[src/rtl/psk_run_dispatcher_pkg.sv]
// Shared DSP definitions for the PSK run dispatcher: channel encodings,
// channel-select mode encodings and NCO phase offsets.
package psk_run_dispatcher_pkg;

    localparam logic CHAN_I = 1'b0;
    localparam logic CHAN_Q = 1'b1;

    typedef enum logic [1:0] {
        MODE_I_ONLY = 2'd0,
        MODE_Q_ONLY = 2'd1,
        MODE_IQ     = 2'd2,
        MODE_IQ_ALT = 2'd3
    } mode_e;

    localparam logic [15:0] PHASE_I = 16'h0000;
    localparam logic [15:0] PHASE_Q = 16'h4000;

    // Whether the channel-select mode lets a channel emit records.
    function automatic logic chan_enabled(input logic [1:0] md, input logic chan);
        logic en;
        case (md)
            MODE_I_ONLY: en = (chan == CHAN_I);
            MODE_Q_ONLY: en = (chan == CHAN_Q);
            MODE_IQ:     en = 1'b1;
            MODE_IQ_ALT: en = 1'b1;
            default:     en = 1'b1;
        endcase
        return en;
    endfunction

endpackage

[src/rtl/correlator.sv]
// 1-bit correlator: adds +1 when the input matches the local code, -1
// otherwise, saturating at the signed range of VAL_W.
module correlator #(
    parameter int VAL_W = 8
) (
    input  logic                    clk,
    input  logic                    rst,
    input  logic                    sig,
    input  logic                    code,
    output logic signed [VAL_W-1:0] acc
);
    localparam logic signed [VAL_W-1:0] ACC_MAX = {1'b0, {(VAL_W-1){1'b1}}};
    localparam logic signed [VAL_W-1:0] ACC_MIN = {1'b1, {(VAL_W-1){1'b0}}};
    localparam logic signed [VAL_W-1:0] ACC_ONE = VAL_W'(1);

    logic signed [VAL_W-1:0] r_acc;

    // Saturating signed accumulation of the sign-agreement product.
    always_ff @(posedge clk) begin
        if (rst) begin
            r_acc <= '0;
        end else if (sig == code) begin
            if (r_acc != ACC_MAX) begin
                r_acc <= r_acc + ACC_ONE;
            end
        end else begin
            if (r_acc != ACC_MIN) begin
                r_acc <= r_acc - ACC_ONE;
            end
        end
    end

    assign acc = r_acc;
endmodule

[src/rtl/nco.sv]
// Square-wave NCO: 16-bit phase accumulator, code is the MSB of accumulator
// plus a fixed phase offset.
module nco (
    input  logic        clk,
    input  logic        rst,
    input  logic [15:0] freq_word,
    input  logic [15:0] phase_word,
    output logic        code
);
    logic [15:0] r_acc;
    logic [15:0] w_phase;

    // Phase accumulator advances by the frequency word every cycle.
    always_ff @(posedge clk) begin
        if (rst) begin
            r_acc <= 16'h0000;
        end else begin
            r_acc <= r_acc + freq_word;
        end
    end

    assign w_phase = r_acc + phase_word;
    assign code    = w_phase[15];
endmodule

[src/rtl/run_fifo.sv]
// Synchronous record FIFO; a push on a full FIFO is accepted only when a pop
// happens in the same cycle.
module run_fifo #(
    parameter int WIDTH = 10,
    parameter int DEPTH = 4
) (
    input  logic             clk,
    input  logic             rst,
    input  logic             wr_en,
    input  logic [WIDTH-1:0] wr_data,
    input  logic             rd_en,
    output logic [WIDTH-1:0] rd_data,
    output logic             full,
    output logic             empty
);
    localparam int AW = (DEPTH > 1) ? $clog2(DEPTH) : 1;
    localparam logic [AW:0] FULL_CNT = (AW + 1)'(DEPTH);

    logic [WIDTH-1:0] r_mem [DEPTH];
    logic [AW-1:0]    r_wr_ptr;
    logic [AW-1:0]    r_rd_ptr;
    logic [AW:0]      r_count;
    logic             w_push;
    logic             w_pop;

    assign full    = (r_count == FULL_CNT);
    assign empty   = (r_count == '0);
    assign w_pop   = rd_en & ~empty;
    assign w_push  = wr_en & (~full | w_pop);
    assign rd_data = r_mem[r_rd_ptr];

    // Storage array; contents are only observed through the pointers.
    always_ff @(posedge clk) begin
        if (w_push) begin
            r_mem[r_wr_ptr] <= wr_data;
        end
    end

    // Pointer and occupancy bookkeeping.
    always_ff @(posedge clk) begin
        if (rst) begin
            r_wr_ptr <= '0;
            r_rd_ptr <= '0;
            r_count  <= '0;
        end else begin
            if (w_push) begin
                r_wr_ptr <= r_wr_ptr + AW'(1);
            end
            if (w_pop) begin
                r_rd_ptr <= r_rd_ptr + AW'(1);
            end
            case ({w_push, w_pop})
                2'b10:   r_count <= r_count + (AW + 1)'(1);
                2'b01:   r_count <= r_count - (AW + 1)'(1);
                default: r_count <= r_count;
            endcase
        end
    end
endmodule

[src/rtl/psk_run_dispatcher.sv]
// Integrates I/Q correlations of a 1-bit PSK input, tracks per-channel sign
// run lengths and dispatches {chan, sign, run} records through a FIFO.
module psk_run_dispatcher
    import psk_run_dispatcher_pkg::*;
#(
    parameter int VAL_W      = 8,
    parameter int CNT_W      = 8,
    parameter int INT_LEN    = 16,
    parameter int FIFO_DEPTH = 4
) (
    input  logic             clk,
    input  logic             rst_in,
    input  logic             sig,
    input  logic [15:0]      nco_word,
    input  logic [1:0]       mode,
    output logic [CNT_W+1:0] out_data,
    output logic             out_valid,
    input  logic             out_ready,
    output logic             overflow
);
    localparam int REC_W = CNT_W + 2;
    localparam int IW    = (INT_LEN > 1) ? $clog2(INT_LEN) : 1;
    localparam logic [IW-1:0]           LAST_CNT = IW'(INT_LEN - 1);
    localparam logic [CNT_W-1:0]        RUN_MAX  = '1;
    localparam logic [CNT_W-1:0]        RUN_ONE  = CNT_W'(1);
    localparam logic signed [VAL_W-1:0] ACC_ZERO = '0;

    logic [IW-1:0]           r_int_cnt;
    logic                    w_dump;
    logic                    r_dump_d1;
    logic                    w_corr_rst;
    logic [15:0]             r_nco_word;
    logic [1:0]              r_mode;
    logic                    w_code_i;
    logic                    w_code_q;
    logic signed [VAL_W-1:0] w_acc_i;
    logic signed [VAL_W-1:0] w_acc_q;
    logic [1:0]              r_smp_sign;
    logic [1:0]              r_vld;
    logic [1:0]              r_prev;
    logic [CNT_W-1:0]        r_run [2];
    logic [1:0]              r_emit;
    logic [REC_W-1:0]        r_rec [2];
    logic                    r_emit_q_d;
    logic [REC_W-1:0]        r_rec_q_d;
    logic                    w_wr_en;
    logic [REC_W-1:0]        w_wr_data;
    logic                    w_rd_en;
    logic [REC_W-1:0]        w_rd_data;
    logic                    w_full;
    logic                    w_empty;
    logic                    r_overflow;

    assign w_dump     = (r_int_cnt == LAST_CNT);
    assign w_corr_rst = rst_in | r_dump_d1;

    // Integration period counter and dump-delay flag.
    always_ff @(posedge clk) begin
        if (rst_in) begin
            r_int_cnt <= '0;
            r_dump_d1 <= 1'b0;
        end else begin
            r_int_cnt <= w_dump ? '0 : r_int_cnt + IW'(1);
            r_dump_d1 <= w_dump;
        end
    end

    // Configuration is captured only at period boundaries (and while in reset).
    always_ff @(posedge clk) begin
        if (rst_in || w_dump) begin
            r_nco_word <= nco_word;
            r_mode     <= mode;
        end
    end

    nco u_nco_i (
        .clk        (clk),
        .rst        (rst_in),
        .freq_word  (r_nco_word),
        .phase_word (PHASE_I),
        .code       (w_code_i)
    );

    nco u_nco_q (
        .clk        (clk),
        .rst        (rst_in),
        .freq_word  (r_nco_word),
        .phase_word (PHASE_Q),
        .code       (w_code_q)
    );

    correlator #(.VAL_W(VAL_W)) u_corr_i (
        .clk  (clk),
        .rst  (w_corr_rst),
        .sig  (sig),
        .code (w_code_i),
        .acc  (w_acc_i)
    );

    correlator #(.VAL_W(VAL_W)) u_corr_q (
        .clk  (clk),
        .rst  (w_corr_rst),
        .sig  (sig),
        .code (w_code_q),
        .acc  (w_acc_q)
    );

    // Correlation signs captured on the dump cycle; negative means sign 1.
    always_ff @(posedge clk) begin
        if (rst_in) begin
            r_smp_sign <= 2'b00;
        end else if (w_dump) begin
            r_smp_sign <= {(w_acc_q < ACC_ZERO), (w_acc_i < ACC_ZERO)};
        end
    end

    // Per-channel run tracking; a sign change closes the previous run as a record.
    always_ff @(posedge clk) begin
        if (rst_in) begin
            r_vld  <= 2'b00;
            r_prev <= 2'b00;
            r_emit <= 2'b00;
            for (int c = 0; c < 2; c++) begin
                r_run[c] <= '0;
                r_rec[c] <= '0;
            end
        end else begin
            for (int c = 0; c < 2; c++) begin
                r_emit[c] <= 1'b0;
                if (r_dump_d1) begin
                    if (!r_vld[c]) begin
                        r_vld[c]  <= 1'b1;
                        r_prev[c] <= r_smp_sign[c];
                        r_run[c]  <= RUN_ONE;
                    end else if (r_smp_sign[c] == r_prev[c]) begin
                        if (r_run[c] != RUN_MAX) begin
                            r_run[c] <= r_run[c] + RUN_ONE;
                        end
                    end else begin
                        r_emit[c] <= chan_enabled(r_mode, (c == 0) ? CHAN_I : CHAN_Q);
                        r_rec[c]  <= {((c == 0) ? CHAN_I : CHAN_Q), r_prev[c], r_run[c]};
                        r_prev[c] <= r_smp_sign[c];
                        r_run[c]  <= RUN_ONE;
                    end
                end
            end
        end
    end

    // Q record waits one extra cycle so it always follows the I record.
    always_ff @(posedge clk) begin
        if (rst_in) begin
            r_emit_q_d <= 1'b0;
            r_rec_q_d  <= '0;
        end else begin
            r_emit_q_d <= r_emit[1];
            r_rec_q_d  <= r_rec[1];
        end
    end

    assign w_wr_en   = r_emit[0] | r_emit_q_d;
    assign w_wr_data = r_emit[0] ? r_rec[0] : r_rec_q_d;
    assign w_rd_en   = out_ready & ~w_empty;

    run_fifo #(.WIDTH(REC_W), .DEPTH(FIFO_DEPTH)) u_run_fifo (
        .clk     (clk),
        .rst     (rst_in),
        .wr_en   (w_wr_en),
        .wr_data (w_wr_data),
        .rd_en   (w_rd_en),
        .rd_data (w_rd_data),
        .full    (w_full),
        .empty   (w_empty)
    );

    // Sticky drop flag; a pop in the same cycle frees room for the push.
    always_ff @(posedge clk) begin
        if (rst_in) begin
            r_overflow <= 1'b0;
        end else if (w_wr_en && w_full && !w_rd_en) begin
            r_overflow <= 1'b1;
        end
    end

    assign out_valid = ~w_empty;
    assign out_data  = w_empty ? '0 : w_rd_data;
    assign overflow  = r_overflow;
endmodule
[config.mk]
export PLATFORM = sky130hd
export DESIGN_NAME = psk_run_dispatcher
export DESIGN_NICKNAME = d
export VERILOG_FILES = /design/src/rtl/psk_run_dispatcher_pkg.sv /design/src/rtl/correlator.sv /design/src/rtl/nco.sv /design/src/rtl/run_fifo.sv /design/src/rtl/psk_run_dispatcher.sv
export SDC_FILE = /design/constraint.sdc
export NUM_CORES = 1
export LEC_CHECK = 0
export BUFFER_PORTS_ARGS = -buffer_cell sky130_fd_sc_hd__buf_2
export CAP_MARGIN = 10
export CORE_MARGIN = 4
export CORE_UTILIZATION = 45
export DETAILED_ROUTE_END_ITERATION = 10
export PLACE_DENSITY_LB_ADDON = 0.25
export SKIP_CTS_REPAIR_TIMING = 1
export SYNTH_ARGS = -nofsm -noshare
export SYNTH_HDL_FRONTEND = slang
export SYNTH_SLANG_ARGS = --single-unit
export TNS_END_PERCENT = 1
[constraint.sdc]
create_clock -name clk -period 2.93 [get_ports clk]
set_input_delay 0.879 -clock clk [delete_from_list [all_inputs] [get_ports clk]]
set_output_delay 0.879 -clock clk [all_outputs]
set_load 0.02 [all_outputs]
* Yosys cells after proc, flatten, opt, wreduce, memory -nomap -nowiden
Memory sizes are Yosys's and may differ from the RTL's. A register that Yosys moved wholly into a read port is not among the register bits.
Index checks and enable logic that the tools add are counted.
** Operators by class
- Multiplexer cells :: 59
- Divide/modulo/power cells :: 0
- Order comparisons :: 2
- Reductions and logical operators :: 18
- Add/subtract/negate cells :: 14
- Multiply operators :: 0
- Shift operators :: 0
- Equal/unequal tests :: 21
- Bitwise gates (word level) :: 19
** Operators by type and width (number)
- 8-bit two-way mux :: 12
- 8-bit != test, second input constant :: 6
- 10-bit two-way mux :: 4
- 1-bit two-way mux :: 38
- 16-bit adder :: 2
- 16-bit by 15-bit adder with 16-bit output, second input constant :: 1
- 8-bit by 1-bit adder with 8-bit output, second input constant :: 2
- 8-bit by 2-bit adder with 8-bit output, second input constant :: 2
- 8-bit by 1-bit less-than comparator with 1-bit output, second input constant :: 2
- 8-bit by 2-bit subtractor with 8-bit output, second input constant :: 2
- 1-bit bitwise OR :: 11
- 2-bit != test, second input constant :: 4
- 2-bit AND reduction :: 4
- 4-bit OR reduction :: 2
- 2-bit equality test, second input constant :: 3
- 3-bit one-hot mux with 2 select lines :: 1
- 2-bit nonzero test :: 3
- 3-bit OR reduction :: 2
- 1-bit NOT :: 5
- 2-bit by 1-bit adder with 2-bit output, second input constant :: 2
- 4-bit by 1-bit adder with 4-bit output, second input constant :: 1
- 1-bit equality test :: 4
- 2-bit by 1-bit equality test with 1-bit output, second input constant :: 2
- 4-bit equality test, second input constant :: 1
- other kinds (12) :: 17
** Storage, ports and cells
- ROM bits :: 0
- Bits in latches :: 0
- Logic and storage cells :: 155
- Input bits :: 22
- Memory bits (writable) :: 76
- Memories :: 3
- Bits in registers :: 87
- Output and inout port bits :: 12
** Memories
- u_run_fifo.r_mem :: words 4, width 10, rd ports 1, clocked after Yosys merged registers in 1, write ports 1, line run_fifo.sv:19 : logic [WIDTH-1:0] r_mem [DEPTH];
- r_rec :: words 2, width 10, rd ports 2, clocked after Yosys merged registers in 1, write ports 2, line psk_run_dispatcher.sv:43 : logic [REC_W-1:0] r_rec [2];
- r_run :: words 2, width 8, rd ports 2, clocked after Yosys merged registers in 0, write ports 2, line psk_run_dispatcher.sv:41 : logic [CNT_W-1:0] r_run [2];

* Depth between registers and ports, before layout
An unclocked memory read counts as a cell.
- Depth in word-level cells :: 10
- Depth in mapped cells :: 10
- Gate-level depth less buffers :: 10

* Modules after synthesis
Synthesis repeated with hierarchy kept, for this count alone.
** Unflattened totals
- Cells, all modules :: 818
- Area total of the unflattened synthesis :: 9158.8 µm²
** By module, submodules not included
- psk_run_dispatcher :: cells each 235, sequential area each 2072.0 µm², times used 1, area each 3115.5 µm²
- run_fifo :: cells each 106, sequential area each 1381.3 µm², times used 1, area each 1930.6 µm²
- nco at u_nco_q :: cells each 177, sequential area each 320.3 µm², times used 1, area each 1480.2 µm²
- nco at u_nco_i :: cells each 170, sequential area each 320.3 µm², times used 1, area each 1463.9 µm²
- correlator :: cells each 65, sequential area each 160.2 µm², times used 2, area each 584.3 µm²

* Least setup slack after synthesis
OpenSTA, ideal clock, no wires.
- Path type :: input port to flip-flop
- From :: input port sig
- To :: register u_corr_i.r_acc[7] (netlist: u_corr_i.acc[7])
- Path slack :: 0.218 ns
- Data arrival time :: 2.647 ns
- Cell stages on the path :: 8
- Setup time :: 0.064 ns
- Required time :: 2.866 ns
- Path buffers :: 0
- Cells stage by stage :: xor2_1 > ha_1 > a21oi_1 > o21ai_0 > a21oi_1 > o2bb2ai_1 > nand4b_1 > nand3_1
** On the way
- Word-level cells in the longest chain between the ends :: 3
- Elaborated cells between the ends (all ways) :: 5
- Those cells by class :: eq/ne: 2; mux: 1; reduce/logical: 2
** Ends and longest elaborated chain
- start, declared :: line psk_run_dispatcher.sv:13 : input logic sig,
- 1-bit equality test (*) :: line correlator.sv:22 : end else if (sig == code) begin
- 2-bit != test (no line) / 2-bit nonzero test (equally long branches)
- 2-bit AND reduction (no line)
- end signal, assigned :: line correlator.sv:24 : r_acc <= r_acc + ACC_ONE;
- end signal, assigned :: line correlator.sv:28 : r_acc <= r_acc - ACC_ONE;
- end, declared :: line correlator.sv:16 : logic signed [VAL_W-1:0] r_acc;
Mark *: on every way between the ends. The rest lies on a longest branch, timed or not.
A chain may end at the register's enable or synchronous reset.

==> impl_metrics.py <==
metrics = {
    "status": {
        "outcome": "finished, final reports clean",
    },
    "synthesis": {
        "synth-seq-area-share_pct": 53.3,
        "ys_seq_elements": 174,
        "synth-edff-count": 93,
        "synth_area_leader_cell": "edfxtp_1",
        "synthTopCellsByArea": "edfxtp_1, dfxtp_1, ha_1",
        "synthCells": 725,
        "synth_warnings": 0,
        "post-synth-top-count-cell": "edfxtp_1",
        "async_flop_share_pct": 0,
        "synth_cell_type_count": 64,
        "synth_nets": 801,
        "syn_area_mm2": 0.00829,
        "synth_ff_type": "edfxtp_1",
        "synth_top_area_share_pct": 33.7,
        "syn_area_per_cell_um2": 11.4,
        "synth_commonest_cells": "edfxtp_1, dfxtp_1, nor2_1, ha_1, a21oi_1",
    },
    "clock_network": {
        "cts_buffers": 17,
        "cts_sinks": 174,
        "h-tree-depth": 4,
        "cts_root_buf": "clkbuf_16",
        "clockBufferDepth": 2,
        "tritoncts": "yes",
        "path_clk_slew_ns": 0.07,
        "insertion_delay_ns": 0.43,
    },
    "die": {
        "design.die.area_mm2": 0.0206,
        "initial_core_util_pct": 46.0,
        "core-area_mm2": 0.0180,
        "rows": 49,
        "die_w_um": 144,
        "io_pins": 34,
        "fp.dieH_um": 144,
    },
    "place": {
        "gp_congestion": 0.845,
        "io_buffer_count": 33,
        "hpwl_mm": 10.6,
    },
    "layout": {
        "fin_nets": 845,
        "fill_cells": 1610,
        "layout-drive-gt1-share_pct": 13.8,
        "antenna_cells": 0,
        "area_growth_pct": 12.7,
    },
    "setup_path": {
        "worst-setup-path-type": "reg -> out",
        "arrival_ns": 1.83,
        "cp-end-kind": "primary output",
        "critPathLaunchType": "flop",
        "crit_required_ns": 2.05,
        "critPathMaxFanout": 10,
    },
    "sta": {
        "rsz0062_at_grt": "false",
        "holdWs_ns": 0.444,
        "period_share_pct": 92.5,
        "tns_ns": 0,
        "fmax_mhz": 369,
        "relSlewSlack_pct": 36.8,
        "skew_ns": 0.00874,
        "slew_violations": 0,
        "hold_viol": 0,
        "tightest_slew_ns": 0.947,
        "final.min_clock_period_ns": 2.71,
        "setup_viol_count_final": 0,
    },
    "drt": {
        "wirelength_mm": 14.7,
        "drt_iter0_drc": 296,
        "post_drt_wl_per_cell_um": 14.6,
        "ant_nets": 0,
        "vias": 5364,
        "drc": 0,
        "firstDrtPassIters": 4,
        "vias_per_cell": 5.31,
    },
    "global_routing": {
        "busiest_layer": "met2",
        "grt_max_degree": 37,
        "grtUsageMet1_pct": 20.2,
        "grt-ovfl-total": 0,
        "grt_usage_pct": 15.2,
        "grt_pass1_vias": 5325,
        "antenna_found_initial": 0,
        "grt_first_pass_wirelength_mm": 25.2,
        "grtUsageMet3_pct": 3.16,
        "met2_usage_pct": 24.9,
    },
    "hold_path": {
        "hold_path.class": "reg -> reg",
    },
    "power_and_ir_drop": {
        "p_per_area_mw_per_mm2": 903,
        "leakage_nw": 3.64,
        "irDropWorstVdd_v": 0.000649,
    },
    "flow_run": {
        "maxCapViolCount": 0,
    },
}
[per-layer routing]
metal  share of wire [%]  vias to the layer above  wire, um
li1                    -                     2708         -
met1                  48                     2556      7050
met2                  47                       82      6930
met3                 3.6                       18       529
met4                 1.6                        0       232
met5                   0                        -         0
[state kept, by name (all words and copies together) (netlist names), 2 cells and up, named ones only]
name                 count
r_smp_sign               2
r_nco_word              16
u_run_fifo.r_count       3
u_corr_q.acc             8
r_run                   16
u_run_fifo.r_wr_ptr      2
u_run_fifo.r_mem        40
u_nco_i.r_acc           16
r_int_cnt                4
u_nco_q.r_acc           16
r_mode                   2
r_rec                   19
u_run_fifo.r_rd_ptr      2
u_corr_i.acc             8
r_prev                   2
r_emit                   2
r_rec_q_d               10
[worst max-delay path, cell delays in order (launching register included)]
cell and delay (ns):
dfxtp_1 0.31, buf_4 0.22, mux4_2 0.53, and2_1 0.18, buf_2 0.15
[metrics by stage]
stage | setup slack [ns] | instances | util (%) | cell area [um2] | total power, mW
4_1_cts | 0.168 | 1011 | 51.8 | 9340 | 8.51
6_report | 0.219 | 1011 | 51.8 | 9340 | 8.43
3_5_place_dp | 0.00864 | 979 | 48.4 | 8730 | 6.23
3_3_place_gp | 0.0643 | 979 | 48.4 | 8730 | 6.12
2_1_floorplan | 0.218 | 725 | - | 8290 | 5.58
5_1_grt | 0.112 | 1011 | 51.8 | 9340 | 9.06
[cell type report]
cell class / count / area (um2) / area share [%]
Sequential cell: 174 / 4410 / 47.3
Clock buffer: 17 / 425 / 4.56
Tap cell: 229 / 287 / 3.07
Inverter: 27 / 101 / 1.09
Timing Repair Buffer: 41 / 225 / 2.41
Clock inverter: 15 / 180 / 1.93
Multi-Input combinational cell: 508 / 3700 / 39.7
[logic make-up after synthesis]
kind of cell | Yosys count | synth area share, %
multiplexers | 24 | 4.58
adder cells (fa/ha/maj) | 54 | 8.61
flip-flops | 174 | 53.3
AND/OR/NAND/NOR | 244 | 15.2
XOR/XNOR | 51 | 5.57
buffers and inverters | 43 | 2.02
AO/OA/AOI/OAI | 135 | 10.8
[report_power, final]
part	switching [mW]	internal [mW]	leakage [nW]	total (mW)
logic	1.69	1.40	1.78	3.09
clock network	1.08	1.16	0.292	2.24
registers	0.211	2.89	1.57	3.10
total	2.98	5.45	3.64	8.43
[worst paths after layout]
path	startpoint	to	slack (ns)	depth (start not counted)
worst max register to register	r_nco_word[0]	u_nco_i.r_acc[10]	0.37	8
worst min-delay path	r_emit[1]	r_emit_q_d	0.44	1
worst max-delay path	flop	out_data[7]	0.22	4
worst min register to register	r_emit[1]	r_emit_q_d	0.44	1
[placed cells by master, fill, tap and decap left out, types with 4 or more instances in the layout]
cell type,count
a31oi_1,7
a211oi_1,4
a21o_1,13
fa_1,5
buf_2,33
dfxtp_1,81
nand2b_1,6
o21bai_1,9
nand4_1,7
nand3_1,21
and2_1,34
nor3_1,12
o31ai_1,4
inv_1,26
o21ai_0,17
xnor2_1,24
o21a_1,11
nor2_1,77
mux4_2,10
o21ai_1,4
nor2b_1,25
buf_4,8
clkinv_8,4
inv_8,5
or4_1,4
mux2_2,11
edfxtp_1,93
xor2_1,25
nand2_1,30
clkbuf_16,17
ha_1,49
nor4_1,4
a21oi_1,44
Power figures use the tool's default switching activity.
